`config.mk`:
```
export PLATFORM = sky130hd
export DESIGN_NAME = dual_update
export DESIGN_NICKNAME = d
export VERILOG_FILES = /design/src/rtl/dual_update.sv
export SDC_FILE = /design/constraint.sdc
export NUM_CORES = 2
export LEC_CHECK = 0
export ABC_AREA = 1
export BUFFER_PORTS_ARGS = -buffer_cell sky130_fd_sc_hd__buf_2
export CORE_AREA = 3 3 398 400
export CTS_CLUSTER_SIZE = 16
export DETAILED_ROUTE_END_ITERATION = 8
export DIE_AREA = 0 0 401 403
export RECOVER_POWER = 100
export SLEW_MARGIN = 10
export SYNTH_ARGS = -nofsm -noshare
export SYNTH_HDL_FRONTEND = slang
export SYNTH_SLANG_ARGS = --single-unit
```
`constraint.sdc`:
```
create_clock -name clk -period 7.2 [get_ports clk]
set_input_delay 1.08 -clock clk [delete_from_list [all_inputs] [get_ports clk]]
set_output_delay 1.08 -clock clk [all_outputs]
set_load 0.005 [all_outputs]
```
`src/rtl/dual_update.sv`:
```
// rtl/dual_update.sv - ADMM dual update y+x-v / g+u-z through one shared saturating adder
// Optional DUAL_RESIDUAL_EN adds primal_res, the running max of |x-v| and |u-z|.
module dual_update #(
    parameter int STATE_DIM   = 12,
    parameter int CONTROL_DIM = 4,
    parameter int W           = 16
) (
    input  logic                     clk,
    input  logic                     reset,
    input  logic                     start,
    input  logic [STATE_DIM*W-1:0]   x_k,
    input  logic [STATE_DIM*W-1:0]   v_k,
    input  logic [STATE_DIM*W-1:0]   y_k,
    input  logic [CONTROL_DIM*W-1:0] u_k,
    input  logic [CONTROL_DIM*W-1:0] z_k,
    input  logic [CONTROL_DIM*W-1:0] g_k,
    output logic [STATE_DIM*W-1:0]   y_next,
    output logic [CONTROL_DIM*W-1:0] g_next,
    output logic                     busy,
`ifdef DUAL_RESIDUAL_EN
    output logic                     done,
    output logic [W-1:0]             primal_res
`else
    output logic                     done
`endif
);
    localparam int MAXD = (STATE_DIM > CONTROL_DIM) ? STATE_DIM : CONTROL_DIM;
    localparam int IW   = (MAXD > 1) ? $clog2(MAXD) : 1;
    localparam int SW   = W + 2;
    localparam logic [IW-1:0]        SLAST = IW'(STATE_DIM - 1);
    localparam logic [IW-1:0]        CLAST = IW'(CONTROL_DIM - 1);
    localparam logic signed [SW-1:0] SMAX  = {3'b000, {(W-1){1'b1}}};
    localparam logic signed [SW-1:0] SMIN  = {3'b111, {(W-1){1'b0}}};

    typedef enum logic [1:0] {IDLE, STATE, CTRL, DONE} state_t;

    state_t                   state;
    logic [IW-1:0]            idx;
    logic [STATE_DIM*W-1:0]   xs, vs, ys;
    logic [CONTROL_DIM*W-1:0] us, zs, gs;

    int                       base;
    logic [W-1:0]             opa, opb, opc;
    logic signed [SW-1:0]     sum;
    logic [W-1:0]             sat_val;

    // The operand mux follows the FSM phase; the same adder serves both vectors.
    always_comb begin
        base = int'(idx) * W;
        if (state == CTRL) begin
            opa = gs[base +: W];
            opb = us[base +: W];
            opc = zs[base +: W];
        end else begin
            opa = ys[base +: W];
            opb = xs[base +: W];
            opc = vs[base +: W];
        end
        sum = {{2{opa[W-1]}}, opa} + {{2{opb[W-1]}}, opb} - {{2{opc[W-1]}}, opc};
        if (sum > SMAX)
            sat_val = SMAX[W-1:0];
        else if (sum < SMIN)
            sat_val = SMIN[W-1:0];
        else
            sat_val = sum[W-1:0];
    end

`ifdef DUAL_RESIDUAL_EN
    localparam logic [W:0] MAGMAX = {2'b00, {(W-1){1'b1}}};
    logic signed [W:0] diff;
    logic [W:0]        mag;
    logic [W-1:0]      mag_sat;

    always_comb begin
        diff    = {opb[W-1], opb} - {opc[W-1], opc};
        mag     = diff[W] ? -diff : diff;
        mag_sat = (mag > MAGMAX) ? MAGMAX[W-1:0] : mag[W-1:0];
    end
`endif

    always_ff @(posedge clk or negedge reset) begin
        if (!reset) begin
            state  <= IDLE;
            idx    <= '0;
            xs     <= '0;
            vs     <= '0;
            ys     <= '0;
            us     <= '0;
            zs     <= '0;
            gs     <= '0;
            y_next <= '0;
            g_next <= '0;
            busy   <= 1'b0;
            done   <= 1'b0;
`ifdef DUAL_RESIDUAL_EN
            primal_res <= '0;
`endif
        end else begin
            done <= 1'b0;
            case (state)
                IDLE: begin
                    if (start) begin
                        xs    <= x_k;
                        vs    <= v_k;
                        ys    <= y_k;
                        us    <= u_k;
                        zs    <= z_k;
                        gs    <= g_k;
                        idx   <= '0;
                        busy  <= 1'b1;
                        state <= STATE;
`ifdef DUAL_RESIDUAL_EN
                        primal_res <= '0;
`endif
                    end
                end
                STATE: begin
                    y_next[base +: W] <= sat_val;
`ifdef DUAL_RESIDUAL_EN
                    if (mag_sat > primal_res) primal_res <= mag_sat;
`endif
                    if (idx == SLAST) begin
                        idx   <= '0;
                        state <= CTRL;
                    end else begin
                        idx <= idx + 1'b1;
                    end
                end
                CTRL: begin
                    g_next[base +: W] <= sat_val;
`ifdef DUAL_RESIDUAL_EN
                    if (mag_sat > primal_res) primal_res <= mag_sat;
`endif
                    if (idx == CLAST) begin
                        idx   <= '0;
                        done  <= 1'b1;
                        state <= DONE;
                    end else begin
                        idx <= idx + 1'b1;
                    end
                end
                DONE: begin
                    busy  <= 1'b0;
                    state <= IDLE;
                end
                default: state <= IDLE;
            endcase
        end
    end
endmodule

```
; Word level (Yosys, flattened, before mapping)
; Cells that the tools add are included.
; Widths: inputs -> output; s select.
[op_classes]
eq_ne = 8
muxes = 19
add_sub_neg = 4
reduce_logical = 7
order_cmp = 2
shift = 10
[op_table]
columns = op, n
row1 = $shiftx 192x9->16, 3
row2 = $bwmux 192, 1
row3 = $shift 16x33->192 const A, 1
row4 = $shiftx 16x33->192, 1
row5 = $shiftx 64x9->16, 3
row6 = $mux 16, 5
row7 = $bwmux 64, 1
row8 = $shift 16x33->64 const A, 1
row9 = $shiftx 16x33->64, 1
row10 = $neg 8->33, 1
row11 = $gt 18x16->1 const B, 1
row12 = $lt 18x16->1 const B, 1
row13 = $sub 17x16->18, 1
row14 = $add 16x16->17, 1
row15 = $mux 4, 3
row16 = $pmux 4 s3, 1
row17 = $pmux 2 s4, 1
row18 = $mux 2, 3
row19 = $reduce_and 2->1, 3
row20 = $add 4x1->4 const B, 1
row21 = $eq 2x2->1 const B, 2
row22 = $eq 4x2->1 const B, 1
row23 = $eq 4x4->1 const B, 1
row24 = $ne 2x2->1 const B, 2
row25 = 8 further kinds, 10
[word_totals]
register_bits = 1032
in_bits = 771
wordCells = 62

; Logic depth before layout (Yosys ltp)
[depth]
ltp_word = 9
depth_mapped = 33
mapped_depth_nobuf = 30

; Worst setup path before layout
; OpenSTA, ideal clock, no wires.
[synth_path]
path_kind = reg2reg
startpoint = register state[0]
endpoint = register g_next[43]
path_buffers = 4
stages_incl_launch_ff = 28
synth_period_minus_slack_ns = 4.376
path_slack_ns = 2.824
t_arrival_ns = 4.259
cell_sequence = dfrtp_1 > inv_1 > ha_1 > buf_2 > clkbuf_1 > buf_1 > nand2_1 > nand2_1 > a21oi_1 > o311ai_0 > a21oi_1 > fa_1 > inv_1 > ha_1 > or2_1 > nand3_1 > nand2_2 > nand2_2 > nand2_1 > nand2_1 > nand2_2 > o21ai_4 > buf_12 > nand2_4 > inv_2 > nand2_1 > o21ai_1 > inv_1
[synth_via]
elab_chain_cells = 9
[synth_rtl]
columns = item, line
row1 = from (decl), 37  ; state_t state;
row2 = from (signal assigned), 83  ; state <= IDLE;
row3 = from (signal assigned), 111  ; state <= STATE;
row4 = from (signal assigned), 124  ; state <= CTRL;
row5 = $eq 2x2->1 (*), "50, 100"
row6 = $mux 16, 50  ; if (state == CTRL) begin
row7 = $add 16x16->17, 59  ; sum = {{2{opa[W-1]}}, opa} + {{2{opb[W-1]}}, opb} - {{2{opc[W-1]}}, opc};
row8 = $sub 17x16->18, 59
row9 = $lt 18x16->1, 62  ; else if (sum < SMIN)
row10 = $mux 16, 62
row11 = $mux 16, 60  ; if (sum > SMAX)
row12 = $shiftx 16x33->64, 130  ; g_next[base +: W] <= sat_val;
row13 = $bwmux 64, 130
row14 = "to (signal, indexed assignment)", 130
row15 = to (decl), 18  ; output logic [CONTROL_DIM*W-1:0] g_next,
; Mark *: on every way between the ends. The rest lies on a longest branch, timed or not.
; A chain may end at the register's enable or synchronous reset.

; Final worst setup path
[layout_path]
startpoint = register state[0]
endpoint = register y_next[179]
[layout_via]
elab_chain_cells = 9
[layout_rtl]
columns = item, line
row1 = $eq 2x2->1, 50
row2 = $mux 16, 50
row3 = $add 16x16->17, 59
row4 = $sub 17x16->18, 59
row5 = $lt 18x16->1, 62
row6 = $mux 16, 62
row7 = $mux 16, 60
row8 = $shiftx 16x33->192, 118  ; y_next[base +: W] <= sat_val;
row9 = $bwmux 192, 118
row10 = "to (signal, indexed assignment)", 118
row11 = to (decl), 17  ; output logic [STATE_DIM*W-1:0] y_next,
; Several ways; a longest one is shown, not always the timed one.

==> summary.md <==
| Metric | Value |
|---|---|
| Outcome | finished with violations |
| Failing checks | max-capacitance violations, max-slew violations |
| Unique cell type count in the Yosys netlist | 51 |
| Syn Std Cell Area | approximately 48000 um^2 |
| Synth-to-Final Area Change | 22.5% |
| H-tree depth | 3 |
| I/O Buffers | a little over 1000 |
| Starting density of the core | 30.6% |
| First-pass GRT wire length | 310000 um |
| Post CTS Setup Buffer Count | 0 |
| Die area | about 160000 um^2 |
| Worst endpoint data arrival time | slightly above 7000 ps |
| DR iter-0 viols | around 4200 |
| Synth area leaders | dfrtp_1 (54%), nand2_1 (24%), a21oi_1 (3.6%), nor2_1 (2.6%), clkbuf_1 (2.5%) |
| Num ports | a little over 1000 |
| Hold crit path type | reg2reg |
| Reg clk slew, reported paths | around 60 ps |
| CTS tree | yes |
| DRT Wirelength | 217000 um |
| Worst-Margin Slew | a little over 6000 ps |
| TNS Setup | 0 ps |
| Slew HR | -307% |
| Core area | 156000 um^2 |
| Antenna violations before repair | 79 |
| Net Count, Synth | 6786 |
| # setup viols final | 0 |
| Utilization after layout | 37.5% |
| Worst Skew | 47.6 ps |
| DRT antenna net count | 0 |
| Seq cells post-synth | 1032 |
| Largest net degree at the start of global routing | 216 |
| Share of the synthesized area in the top cell type | between 50% and 60% |
| Final net count | 7667 |
| GRT Total Usage | roughly a quarter |
| WP data required | between 7000 and 8000 ps |
| Min Tclk post-route | 6430 ps |
| Drt drc | 0 |
| Primary FF master, synth | dfrtp_1 |
| Placed Area | 55200 um^2 |
| CTS Buffer Depth | 3 |
| Layout fillers | about 17000 |
| Crit path launch type | register |
| Clk Latency, worst-skew pair | 750 ps |
| Post-synth EDFFs | 0 |
| Routed wire per std cell | ~24 um |
| Post-route cell area | about 58000 um^2 |
| Max-cap violations | 3 |
| Crit path max-delay family | simple AND/OR/NAND/NOR gates |
| Initial DRT Pass Iterations | 6 |
| Post-synth top cells | nand2_1 (2999), dfrtp_1 (1032), a21oi_1 (344), nor2_1 (336), clkbuf_1 (323) |
| Vias in the first global route | approximately 45000 |
| Remaining global-route overflow | 0 |
| Num rows | ~150 |
| Largest stage delay, worst path | ~540 ps |
| Crit share post-route | between 80% and 90% |
| CP dominant cell by count | nand2_1 |
| Mapped Avg Cell Area | 7.98 um^2 |
| Sink Count | slightly above 1000 |
| Unrepaired setup endpoints after global routing | false |
| Sequential area share after synthesis | a little over half |
| Async SR Flop Fraction | 100% |
| Pins Over Slew Limit | between 200 and 250 |
| CTS Root Cell | clkbuf_16 |
| Die span in x | ~400 um |
| Post-DP HPWL | between 150000 and 200000 um |
| Final hold vios | 0 |
| Count leader, synth | nand2_1 |
| Vias per inst | 5.01 |
| Slowest stage cell, crit path | nand2_1 |
| Number of CTS-inserted buffers | approximately 110 |
| Synth Warn # | 0 |
| Critical Path End Type | register |
| Layout cell share with drive strength beyond 1 | between 10% and 20% |
| CP Buf/Inv Count | 4 |
| Post-synth top area cell | dfrtp_1 |
| Die height | 403 um |
| Routability Congestion | approximately 0.90 |
| Kind of critical path | reg2reg |
| Post-cts repair resize count | 0 |
| Hold buffer count at cts | 0 |
| Crit Path Max Fanout | 64 |
| Max Clk Rate | between 150 and 200 MHz |
| Gate Count Post-Synth | 5970 |
| R2R setup slack | between 700 and 800 ps |
| Vias | roughly 45000 |
==> registers in the layout, summed over array words and instances, names as in the netlist, 4 cells and up <==
| register | count |
|---|---|
| gs | 64 |
| y_next | 192 |
| zs | 64 |
| ys | 192 |
| xs | 192 |
| vs | 192 |
| us | 64 |
| idx | 4 |
| g_next | 64 |
==> worst register-to-register path: cells and delay by family (launching register included) <==
kind,cells,cell delay [ps]
buffers and inverters,4,1310
and+or+nand+nor,14,2300
AOI/OAI and AO/OA,5,1240
adders and majority gates,3,1110
DFF,1,370
==> per-stage QoR <==
stage,hold slack [ps],setup slack [ps],cells
3_3_place_gp,457,773,8794
3_5_place_dp,460,823,8794
4_1_cts,369,825,8999
6_report,472,768,9032
5_1_grt,478,273,9018
2_1_floorplan,444,2820,5970
==> logic make-up after synthesis <==
group                      share of synthesized area [%]
xor gates and xnor gates                           0.291
DFF                                                 54.2
adders and majority gates                           1.43
and+or+nand+nor                                     29.1
buffers and inverters                               4.18
AOI/OAI and AO/OA                                   10.8
==> cells in the final DEF (no fill, tap or decap), types with 33 or more instances in the layout <==
cell | netlist | layout
nand2_1 | 2999 | 3015
dfrtp_1 | 1032 | 1031
buf_2 | 38 | 837
a21oi_1 | 344 | 346
nor2_1 | 336 | 337
o21ai_0 | 236 | 300
clkbuf_1 | 323 | 224
clkbuf_16 | 0 | 114
inv_1 | 94 | 98
buf_4 | 7 | 89
o22ai_1 | 76 | 76
nand3_1 | 40 | 48
a22oi_1 | 45 | 45
nand4_1 | 11 | 37
diode_2 | 0 | 33
==> path summary, 6_finish.rpt <==
kind,from,end,cells past startpoint
min reg2reg,xs[148]$_DFFE_PN0P_,xs[148]$_DFFE_PN0P_,2
min,xs[148]$_DFFE_PN0P_,xs[148]$_DFFE_PN0P_,2
max in group asynchronous,reset,vs[187]$_DFFE_PN0P_,1
max reg2reg,state[0]$_DFFE_PN0P_,y_next[179]$_DFFE_PN0P_,26
min in group asynchronous,reset,xs[21]$_DFFE_PN0P_,1
max,state[0]$_DFFE_PN0P_,y_next[179]$_DFFE_PN0P_,26
==> layer usage <==
layer  GRT usage, %  share of wire [%]  vias to the layer above
met5              0               0.17                        -
met4           9.77                4.0                       54
met3           5.72                7.5                      398
met2           42.7                 47                     1782
met1           33.6                 41                    22200
li1               -                  -                    20800
==> cell type report <==
type,count,area [um^2],share of cell area (%)
Inverter,111,432,0.739
Clock buffer,167,3330,5.71
Antenna cell,33,82.6,0.141
Timing Repair Buffer,1157,6090,10.4
Sequential cell,1032,25800,44.2
Clock inverter,38,519,0.889
Multi-Input combinational cell,4436,19500,33.4
Tap cell,2058,2570,4.41
Power is left out: the tool's default activity adds up to more than one toggle a clock period on the data nets, which glitch-free logic cannot reach.
